===== config.mk =====
export PLATFORM = sky130hd
export DESIGN_NAME = sprite_loader
export DESIGN_NICKNAME = d
export VERILOG_FILES = /design/src/rtl/sprite_loader.sv
export SDC_FILE = /design/constraint.sdc
export NUM_CORES = 1
export LEC_CHECK = 0
export ABC_AREA = 0
export CAP_MARGIN = 40
export CORE_UTILIZATION = 55
export CTS_CLUSTER_DIAMETER = 120
export DETAILED_ROUTE_END_ITERATION = 8
export GPL_TIMING_DRIVEN = 0
export PLACE_DENSITY = 0.75
export SYNTH_ARGS = -nofsm -noshare
export SYNTH_HDL_FRONTEND = slang
export SYNTH_SLANG_ARGS = --single-unit

===== constraint.sdc =====
create_clock -name CLK100MHZ -period 4.35 [get_ports CLK100MHZ]
set_input_delay 0.87 -clock CLK100MHZ [delete_from_list [all_inputs] [get_ports CLK100MHZ]]
set_output_delay 0.87 -clock CLK100MHZ [all_outputs]
set_load 0.01 [all_outputs]

===== src/rtl/sprite_loader.sv =====
// Streams RGBA pixel words into a vram write port at consecutive addresses,
// buffering through a small FIFO and only writing while vertical blanking is active.
module sprite_loader #(
  parameter int ADDR_W     = 15,
  parameter int DATA_W     = 13,
  parameter int FIFO_DEPTH = 16
) (
  input  logic              CLK100MHZ,
  input  logic              CPU_RESETN,
  input  logic              start,
  input  logic [ADDR_W-1:0] base_addr,
  input  logic [ADDR_W-1:0] length,
  input  logic              vblank,
  input  logic              s_valid,
  input  logic [DATA_W-1:0] s_data,
  input  logic              s_last,
  output logic              s_ready,
  output logic              wr_en,
  output logic [ADDR_W-1:0] wr_addr,
  output logic [DATA_W-1:0] wr_data,
  output logic              busy,
  output logic              done,
  output logic              err_len
);

  localparam int PTR_W = $clog2(FIFO_DEPTH);

  typedef enum logic [1:0] {
    ST_IDLE,
    ST_RUN,
    ST_DRAIN,
    ST_DONE
  } state_t;

  state_t            r_state;
  state_t            w_state_next;

  logic              r_vb_meta;
  logic              r_vb_sync;
  logic [ADDR_W-1:0] r_base;
  logic [ADDR_W-1:0] r_len;
  logic [ADDR_W-1:0] r_acc_cnt;
  logic [ADDR_W-1:0] r_wr_cnt;
  logic              r_err_len;
  logic              r_wr_en;
  logic [ADDR_W-1:0] r_wr_addr;
  logic [DATA_W-1:0] r_wr_data;

  logic [DATA_W-1:0] r_fifo_mem [FIFO_DEPTH];
  logic [PTR_W:0]    r_wptr;
  logic [PTR_W:0]    r_rptr;

  logic              w_fifo_empty;
  logic              w_fifo_full;
  logic              w_s_ready;
  logic              w_push;
  logic              w_pop;
  logic              w_start_ok;
  logic [ADDR_W-1:0] w_acc_inc;
  logic              w_at_len;
  logic              w_err_set;

  // Extra pointer bit distinguishes full from empty when the indices match.
  assign w_fifo_empty = (r_wptr == r_rptr);
  assign w_fifo_full  = (r_wptr[PTR_W] != r_rptr[PTR_W]) &&
                        (r_wptr[PTR_W-1:0] == r_rptr[PTR_W-1:0]);

  assign w_start_ok = (r_state == ST_IDLE) && start;
  assign w_s_ready  = (r_state == ST_RUN) && !w_fifo_full;
  assign w_push     = s_valid && w_s_ready;
  assign w_pop      = ((r_state == ST_RUN) || (r_state == ST_DRAIN)) && r_vb_sync && !w_fifo_empty;
  assign w_acc_inc  = r_acc_cnt + ADDR_W'(1);
  assign w_at_len   = (w_acc_inc == r_len);
  // A mismatch is an s_last that arrives early, or the final word arriving without it.
  assign w_err_set  = w_push && (s_last != w_at_len);

  always_comb begin
    w_state_next = r_state;
    case (r_state)
      ST_IDLE: begin
        if (start) begin
          w_state_next = (length == '0) ? ST_DONE : ST_RUN;
        end
      end
      ST_RUN: begin
        if (w_push && (s_last || w_at_len)) begin
          w_state_next = ST_DRAIN;
        end
      end
      ST_DRAIN: begin
        // Empty here means the last pop's write is on the port this cycle.
        if (w_fifo_empty) begin
          w_state_next = ST_DONE;
        end
      end
      ST_DONE: w_state_next = ST_IDLE;
      default: w_state_next = ST_IDLE;
    endcase
  end

  always_ff @(posedge CLK100MHZ or negedge CPU_RESETN) begin
    if (!CPU_RESETN) begin
      r_state   <= ST_IDLE;
      r_vb_meta <= 1'b0;
      r_vb_sync <= 1'b0;
    end else begin
      r_state   <= w_state_next;
      r_vb_meta <= vblank;
      r_vb_sync <= r_vb_meta;
    end
  end

  always_ff @(posedge CLK100MHZ or negedge CPU_RESETN) begin
    if (!CPU_RESETN) begin
      r_base    <= '0;
      r_len     <= '0;
      r_acc_cnt <= '0;
      r_wr_cnt  <= '0;
      r_err_len <= 1'b0;
    end else if (w_start_ok) begin
      r_base    <= base_addr;
      r_len     <= length;
      r_acc_cnt <= '0;
      r_wr_cnt  <= '0;
      r_err_len <= 1'b0;
    end else begin
      if (w_push) r_acc_cnt <= w_acc_inc;
      if (w_pop) r_wr_cnt <= r_wr_cnt + ADDR_W'(1);
      if (w_err_set) r_err_len <= 1'b1;
    end
  end

  always_ff @(posedge CLK100MHZ) begin
    if (w_push) begin
      r_fifo_mem[r_wptr[PTR_W-1:0]] <= s_data;
    end
  end

  always_ff @(posedge CLK100MHZ or negedge CPU_RESETN) begin
    if (!CPU_RESETN) begin
      r_wptr    <= '0;
      r_rptr    <= '0;
      r_wr_en   <= 1'b0;
      r_wr_addr <= '0;
      r_wr_data <= '0;
    end else begin
      if (w_push) r_wptr <= r_wptr + (PTR_W+1)'(1);
      if (w_pop) r_rptr <= r_rptr + (PTR_W+1)'(1);
      r_wr_en <= w_pop;
      if (w_pop) begin
        r_wr_addr <= r_base + r_wr_cnt;
        r_wr_data <= r_fifo_mem[r_rptr[PTR_W-1:0]];
      end
    end
  end

  assign s_ready = w_s_ready;
  assign wr_en   = r_wr_en;
  assign wr_addr = r_wr_addr;
  assign wr_data = r_wr_data;
  assign busy    = (r_state == ST_RUN) || (r_state == ST_DRAIN);
  assign done    = (r_state == ST_DONE);
  assign err_len = r_err_len;

endmodule


---- Yosys cells after proc, flatten, opt, wreduce, memory -nomap -nowiden ----
Memory sizes are Yosys's and may differ from the RTL's. A register that Yosys moved wholly into a read port is not among the register bits.
Index checks and enable logic that the tools add are counted.
storage, ports and cells
  output and inout bits ................... 33
  flip-flop bits (word level) ............. 91
  logic and storage cells ................. 61
  bits of input ports ..................... 49
  memory bits (writable) .................. 208
  memories ................................ 1
operators by class
  eq/ne operators ......................... 11
  mux-type cells .......................... 13
  reductions and logical operators ........ 19
  add/sub/neg operators ................... 5
memory list
  name        words  bits a word  rd ports  clocked after memory_dff  wr ports  RTL line  source
  r_fifo_mem  16     13           1         1                         1         49        logic [DATA_W-1:0] r_fifo_mem [FIFO_DEPTH];
operators with widths
  kind                                                   number
  2-to-1 mux 15 bit                                      4
  adder 15 x 1 -> 15 bit, second input constant          2
  adder 15 bit                                           1
  == test 15 bit                                         1
  logical NOT 15 bit                                     1
  adder 5 x 1 -> 5 bit, second input constant            2
  logical AND 1 bit                                      8
  2-to-1 mux 2 bit                                       4
  case mux 2 bit (4 select lines)                        1
  nonzero test 2 bit                                     3
  == test 5 bit                                          1
  == test 2 bit, second input constant                   2
  == test 4 bit                                          1
  2-to-1 mux 1 bit                                       4
  inequality test 2 bit, second input constant           2
  logical NOT 1 bit                                      3
  AND reduction 3 bit                                    1
  == test 2 x 1 -> 1 bit, second input constant          1
  logical NOT 2 bit                                      1
  logical OR 1 bit                                       2
  inequality test 1 bit                                  2
  inequality test 2 x 1 -> 1 bit, second input constant  1

---- Logic depth before layout (Yosys ltp) ----
Gate-level depths: netlist (run 1).
  word-level depth ........................ 8
  gate-level depth with buffers ........... 12

---- Worst setup path before layout (run 1) ----
Ideal clock, no wire load.
  path type ............................... input-to-reg
  start ................................... in s_valid
  end ..................................... mem r_fifo_mem[2][0], enable pin
  setup slack ............................. 1,153 ps
  data required time ...................... 3,928 ps
  data arrival time ....................... 2,776 ps
  stages on the path ...................... 4
  path through ............................ nand2_1 > a21o_1 > buf_2 > nor4b_1
on the way
  word-level cells in the longest chain between the ends .. 3
ends and longest elaborated chain
  what                                    RTL line  source
  start: declaration                      14        input logic s_valid,
  logical AND 1 bit                       70        assign w_push = s_valid && w_s_ready;
  2-to-1 mux 1 bit                        134       if (w_push) begin
  2-to-1 mux 1 bit (not written as such)  135       r_fifo_mem[r_wptr[PTR_W-1:0]] <= s_data;
  end: declaration                        49
Every way passes these cells.

---- Worst setup path after layout (run 1) ----
  start ................................... reg r_rptr[1]
  end ..................................... out s_ready
on the way
  word-level cells in the longest chain between the ends .. 4
ends and longest elaborated chain
  what                      RTL line  source
  start: declaration        51        logic [PTR_W:0] r_rptr;
  start signal: assignment  148       if (w_pop) r_rptr <= r_rptr + (PTR_W+1)'(1);
  == test 4 bit             66        (r_wptr[PTR_W-1:0] == r_rptr[PTR_W-1:0]);
  logical AND 1 bit         65        assign w_fifo_full = (r_wptr[PTR_W] != r_rptr[PTR_W]) &&
  logical NOT 1 bit         69        assign w_s_ready = (r_state == ST_RUN) && !w_fifo_full;
  logical AND 1 bit         69
  end: declaration          17        output logic s_ready,
Every way passes these cells.

==> PnR_summary.wiki, run 1 <==
{| class="wikitable"
! Metric !! Value
|-
| H-tree lvl count || 1
|-
| Die Area || 25100 um^2
|-
| Critical path startpoint || r_rptr[1]
|-
| Vias in the first global route || 8143
|-
| Largest net degree at the start of global routing || 55
|-
| Half-perimeter wire length after detailed placement || 20000 um
|-
| Highest net fanout along the worst path || 10
|-
| Iteration-0 DRC count of the detailed router || 670
|-
| Clock Path Buffers || 3
|-
| Final Net Count || 1130
|-
| Number of antenna-violating nets in the routed design || 0
|-
| Min Tclk post-route || between 3 and 4 ns
|-
| Detailed-route via count || 8050
|-
| Required time worst endpoint || 3.48 ns
|-
| 1st-pass router iterations || 5
|-
| Final clock period utilization by the worst path || 0.778
|-
| Leakage power || 5.92 nW
|-
| TritonCTS Buffers || 31
|-
| Number of antenna violations at the first check in global routing || 0
|-
| Status || completed
|-
| Cell Count Post-Placement || about 1300
|-
| Average via count per standard cell || around 5.8
|-
| Setup slack after layout || 0.965 ns
|-
| Number of synthesized flops with an enable pin || about 210
|-
| Post-route cell area || ~16000 um^2
|-
| Cell area after synthesis || 13500 um^2
|-
| Final routed wire length divided by cell count || 21.4 um
|-
| Post-synthesis area per instance || ~15 um^2
|-
| Clk_skew || 0.00902 ns
|-
| Clock tree from TritonCTS || yes
|-
| Worst slack, placed || 0.847 ns
|-
| Leading post-synthesis cells by cell area || sky130_fd_sc_hd__edfxtp_1 (46%), sky130_fd_sc_hd__dfrtp_1 (19%), sky130_fd_sc_hd__mux4_2 (11%)
|-
| Max Freq || 295 MHz
|-
| Worst skew pair latency || 0.57 ns
|-
| Io pins || 82
|-
| Overall die height || 159 um
|-
| Layout Cells excl Fill || 1397
|-
| Post-detailed-routing wire length || 29900 um
|-
| Overall track demand over capacity in global routing || 0.248
|-
| Number of endpoints with negative hold slack in the final report || 0
|-
| Die extent in x || 159 um
|-
| Critical path class || flip-flop to output pin
|-
| Global placement routability congestion || 0.891
|-
| Power, Total || 9.89 mW
|-
| Placed Area || 14900 um^2
|-
| Total overflow reported by the global router || 0
|-
| IO Port Bufs || 81
|-
| Leading cell type in the layout, fill and taps excluded || sky130_fd_sc_hd__edfxtp_1
|-
| Number of buffers inserted by post-CTS setup repair || 0
|-
| Final antenna diode count || 0
|-
| Clk root buf || sky130_fd_sc_hd__clkbuf_16
|-
| Area growth, synth to finish || 17.9%
|-
| Classification of the worst-slack hold path || primary input to asynchronous set/reset pin
|-
| Synth top area share || 0.463
|-
| Slack of the worst reg-to-reg path || a little under 1 ns
|-
| Startpoint of the worst-slack reg-to-reg timing path || r_acc_cnt[0]
|-
| Tightest Pin Transition || 0.882 ns
|-
| Count of maximum capacitance violations || 0
|-
| Final setup vio count || 0
|-
| Data arrival time of the critical path || between 2 and 3 ns
|-
| Maximum ir drop on the vdd rail || between 0.3 and 0.4 mV
|-
| Post-route DRC || 0
|-
| Kind of launch point of the worst setup path || flip-flop
|-
| Total of fill cells in the finished design || 1609
|-
| Setup TNS after final layout || 0 ns
|-
| Power density over cell area || around 620 nW/um^2
|-
| Starting utilization of the core area || 0.567
|-
| Hold WS || 0.359 ns
|-
| Core utilization of the finished layout || 0.669
|-
| Share of cells above drive strength 1 || 0.154
|-
| Wire length of the first global-routing pass || 45700 um
|-
| Share of the yosys chip area belonging to registers || 0.656
|-
| Count of synthesis-stage warnings from yosys || 0
|-
| Core box area || between 20000 and 25000 um^2
|-
| Synth Instances || 922
|-
| RSZ-0062 raised after global routing || no
|-
| Syn Nets || 999
|-
| Seq cells post-synth || 312
|-
| Cell taking the most area after synthesis || sky130_fd_sc_hd__edfxtp_1
|-
| Commonest cells after routing, fill and taps aside || sky130_fd_sc_hd__edfxtp_1 (208), sky130_fd_sc_hd__nand2_1 (182), sky130_fd_sc_hd__dfrtp_1 (104)
|-
| Post-CTS Hold Fix Bufs || 0
|-
| Most used flip-flop cell after synthesis || sky130_fd_sc_hd__edfxtp_1
|-
| Headroom to the max-slew limit || 0.412
|-
| Count of different cell masters after synthesis || 55
|-
| Share of async-settable or async-resettable flops after synthesis || 0.333
|-
| Sink count of the clock tree || 312
|-
| Clk pin slew, worst setup/hold paths || roughly 0.060 ns
|-
| Number of rows created at floorplan || 56
|-
| Worst Reg2Reg Path Length in Cells || 12
|-
| Endpoint type of the worst setup path || output pin
|-
| Number of max-slew violations in the final report || 0
|-
| Post-cts gate resize count || 0
|}
-- cells by family after synthesis --
kind of cell,share of synthesized area
muxes,0.112
DFF,0.656
and+or+nand+nor,0.0982
adders and majority gates,0.0265
buffers and inverters,0.0216
AOI/OAI and AO/OA,0.0391
xor gates and xnor gates,0.0465
-- flip-flops by register name (all words and copies together) (netlist names) --
register    flops
err_len         1
r_acc_cnt      15
r_base         15
r_fifo_mem    208
r_len          15
r_rptr          5
r_state         2
r_vb_meta       1
r_vb_sync       1
r_wptr          5
r_wr_cnt       15
wr_addr        15
wr_data        13
wr_en           1
-- critical path, stage by stage, from the launching register on --
cell and delay [ns]:
sky130_fd_sc_hd__dfrtp_1 0.40, sky130_fd_sc_hd__buf_4 0.20, sky130_fd_sc_hd__xor2_2 0.20, sky130_fd_sc_hd__nor4_4 0.51, sky130_fd_sc_hd__a21oi_1 0.13, sky130_fd_sc_hd__clkdlybuf4s50_1 0.50
-- per-layer routing --
layer	part of all wire	up-vias	track usage	routed length (um)
li1	-	3664	-	-
met3	0.057	60	0.0329	1700
met2	0.50	291	0.429	15000
met5	0	-	0	0
met1	0.41	4035	0.323	12200
met4	0.034	0	0.0861	1000
-- power breakdown --
part / leakage, nW / internal [mW] / switching [mW]
clock: 0.485 / 1.51 / 1.11
combinational: 2.22 / 1.57 / 1.82
sequential: 3.21 / 3.61 / 0.282
-- worst paths after layout --
check                             end
setup / recovery              s_ready
hold / removal             r_state[0]
setup reg to reg           r_state[1]
hold reg to reg             r_vb_sync
max in group asynchronous  r_base[10]
min in group CLK100MHZ      r_vb_sync
-- final cells by class --
cell class | count | area (um^2) | share of cell area
inverters | 19 | 71.3 | 0.00449
clock inverters | 13 | 131 | 0.00826
repair buffers | 98 | 971 | 0.0611
multi-input cells | 549 | 4390 | 0.276
plain buffers | 42 | 220 | 0.0139
flip-flops and latches | 312 | 8850 | 0.557
clock buffers | 45 | 868 | 0.0546
well taps | 319 | 399 | 0.0251
-- cells in the mapped netlist, drive strengths merged, types with 2 or more instances --
library cell	count
and3	8
a31oi	4
dfrtp	104
o311ai	2
nand2b	2
xor2	26
nand2	182
nand4	6
nor2	41
o21ai	27
o2111ai	2
or3	5
a21oi	27
and4	3
nor4b	6
clkbuf	22
edfxtp	208
mux2i	4
mux4	65
a21o	5
a41oi	2
a211oi	3
inv	19
nor3	9
o211ai	5
nor3b	5
ha	27
or2	2
nand3	12
buf	20
xnor2	43
nor2b	4
a211o	2
nor4	10
Power figures use the tool's default switching activity.
==> inputs of run 2 (changes only) <==
- clock period: 4.35 -> 3.2 ns (I/O delays scaled with it)
==> run 2 against run 1 <==
  * Largest cell class unchanged
  * Highest routed layer unchanged
  * Via count is 0.20% higher
  * First-iteration DRC count up 3.1%
  * Hold slack worse by 0.23 ns
  * Global-route usage increased by 0.093 points
  * Clock power is 36% higher
  * Sequential cell count is the same
  * Utilization up 0.29 points
  * Die area did not move
==> PnR_summary.wiki, run 2 (same netlist as run 1, synthesis figures left out) <==
{| class="wikitable"
! Metric !! Value
|-
| Clock tree from TritonCTS || yes
|-
| Max Freq || 317 MHz
|-
| Kind of launch point of the worst setup path || flip-flop
|-
| Commonest cells after routing, fill and taps aside || sky130_fd_sc_hd__edfxtp_1 (208), sky130_fd_sc_hd__nand2_1 (182), sky130_fd_sc_hd__dfrtp_1 (104)
|-
| Final setup vio count || 0
|-
| Leading cell type in the layout, fill and taps excluded || sky130_fd_sc_hd__edfxtp_1
|-
| Core utilization of the finished layout || 0.672
|-
| Headroom to the max-slew limit || 0.410
|-
| Number of max-slew violations in the final report || 0
|-
| Worst slack, placed || -0.141 ns
|-
| Clk_skew || around 0.0078 ns
|-
| Die Area || 25100 um^2
|-
| Tightest Pin Transition || 0.885 ns
|-
| Half-perimeter wire length after detailed placement || 20000 um
|-
| Required time worst endpoint || between 3 and 4 ns
|-
| Min Tclk post-route || 3.16 ns
|-
| Count of maximum capacitance violations || 0
|-
| Final antenna diode count || 0
|-
| RSZ-0062 raised after global routing || yes
|-
| Critical path class || flip-flop to flip-flop
|-
| H-tree lvl count || 1
|-
| Io pins || slightly above 80
|-
| Number of rows created at floorplan || 56
|-
| Vias in the first global route || between 8000 and 9000
|-
| Endpoint type of the worst setup path || flip-flop
|-
| Number of endpoints with negative hold slack in the final report || 0
|-
| Largest register FFs || 208
|-
| Maximum ir drop on the vdd rail || 0.523 mV
|-
| Final clock period utilization by the worst path || 0.986
|-
| Number of antenna violations at the first check in global routing || 0
|-
| Final Net Count || 1133
|-
| Highest net fanout along the worst path || 10
|-
| Hold WS || 0.129 ns
|-
| Number of antenna-violating nets in the routed design || 0
|-
| Post-detailed-routing wire length || around 30000 um
|-
| Starting utilization of the core area || 0.567
|-
| Global placement routability congestion || a little under 0.9
|-
| Clock Path Buffers || 3
|-
| Clk root buf || sky130_fd_sc_hd__clkbuf_16
|-
| Data arrival time of the critical path || 3.42 ns
|-
| Largest net degree at the start of global routing || 55
|-
| Sink count of the clock tree || 312
|-
| Worst skew pair latency || 0.57 ns
|-
| Post-CTS Hold Fix Bufs || 0
|-
| Leakage power || 5.96 nW
|-
| Power density over cell area || 847 nW/um^2
|-
| Detailed-route via count || roughly 8100
|-
| Total overflow reported by the global router || 0
|-
| Status || completed
|-
| Overall die height || between 150 and 200 um
|-
| Share of cells above drive strength 1 || 0.163
|-
| Startpoint of the worst-slack reg-to-reg timing path || r_rptr[1]
|-
| Clk pin slew, worst setup/hold paths || ~0.06 ns
|-
| Wire length of the first global-routing pass || between 40000 and 50000 um
|-
| Core box area || 23800 um^2
|-
| Critical path startpoint || r_rptr[1]
|-
| Overall track demand over capacity in global routing || 0.249
|-
| Iteration-0 DRC count of the detailed router || between 600 and 700
|-
| Setup TNS after final layout || 0 ns
|-
| Post-route DRC || 0
|-
| Average via count per standard cell || 5.76
|-
| TritonCTS Buffers || 31
|-
| IO Port Bufs || 81
|-
| Setup slack after layout || 0.0445 ns
|-
| Area growth, synth to finish || 18.4%
|-
| Die extent in x || ~160 um
|-
| Final routed wire length divided by cell count || 21.5 um
|-
| Classification of the worst-slack hold path || primary input to asynchronous set/reset pin
|-
| 1st-pass router iterations || 5
|}
==> run 2: per-stage QoR <==
step | total power [mW] | cell area (um^2) | instances
after floorplan | 8.32 | 13500 | 922
after global placement | 9.79 | 14700 | 1322
after detailed placement | 9.95 | 14900 | 1338
after CTS | 13.6 | 15900 | 1398
after global routing | 14.2 | 16000 | 1400
final | 13.5 | 16000 | 1400
==> run 2: repair_timing <==
action,4_1_cts,5_1_grt
pin swaps,2,0
endpoints found under the setup margin,2,9
resized for setup,4,5
setup buffers,2,2
==> run 2: path summary, 6_finish.rpt <==
path | end | slack [ns] | cells after the start
min reg2reg | r_vb_sync | 0.38 | 0
max | r_fifo_mem[7][2] | 0.04 | 8
min in group CLK100MHZ | r_vb_sync | 0.38 | 0
max reg2reg | r_fifo_mem[7][2] | 0.04 | 8
min | r_state[0] | 0.13 | 1
max in group asynchronous | r_base[10] | 2.37 | 2
==> run 2: power breakdown <==
group          leakage [nW]  internal [mW]  switching [mW]  total, mW
clock network         0.485           2.05            1.51       3.56
registers              3.21           4.90           0.383       5.29
logic                  2.26           2.17            2.51       4.67
==> run 2: worst max-delay path, cell delays in order, from the launching register on <==
cell and delay, ns:
sky130_fd_sc_hd__dfrtp_1 0.40, sky130_fd_sc_hd__buf_4 0.21, sky130_fd_sc_hd__xor2_2 0.24, sky130_fd_sc_hd__nor4_4 0.06
sky130_fd_sc_hd__buf_4 0.16, sky130_fd_sc_hd__a21oi_2 0.36, sky130_fd_sc_hd__nand2_1 0.33, sky130_fd_sc_hd__nor3b_2 0.74
sky130_fd_sc_hd__buf_4 0.34
==> run 2: area by class of cell <==
class | instances | area, um^2
sequential | 312 | 8850
fill | 1602 | 7790
multi-input combinational | 549 | 4430
timing repair buffer | 102 | 1000
clock buffer | 45 | 868
tap | 319 | 399
buffer | 41 | 216
clock inverter | 13 | 131
inverter | 19 | 71.3
==> run 2: per-layer routing <==
| metal | vias up | wire (um) | global-route usage |
|---|---|---|---|
| li1 | 3667 | - | - |
| met1 | 4040 | 12400 | 0.323 |
| met2 | 296 | 15100 | 0.432 |
| met3 | 63 | 1620 | 0.0329 |
| met4 | 0 | 1040 | 0.0861 |
| met5 | - | 0 | 0 |
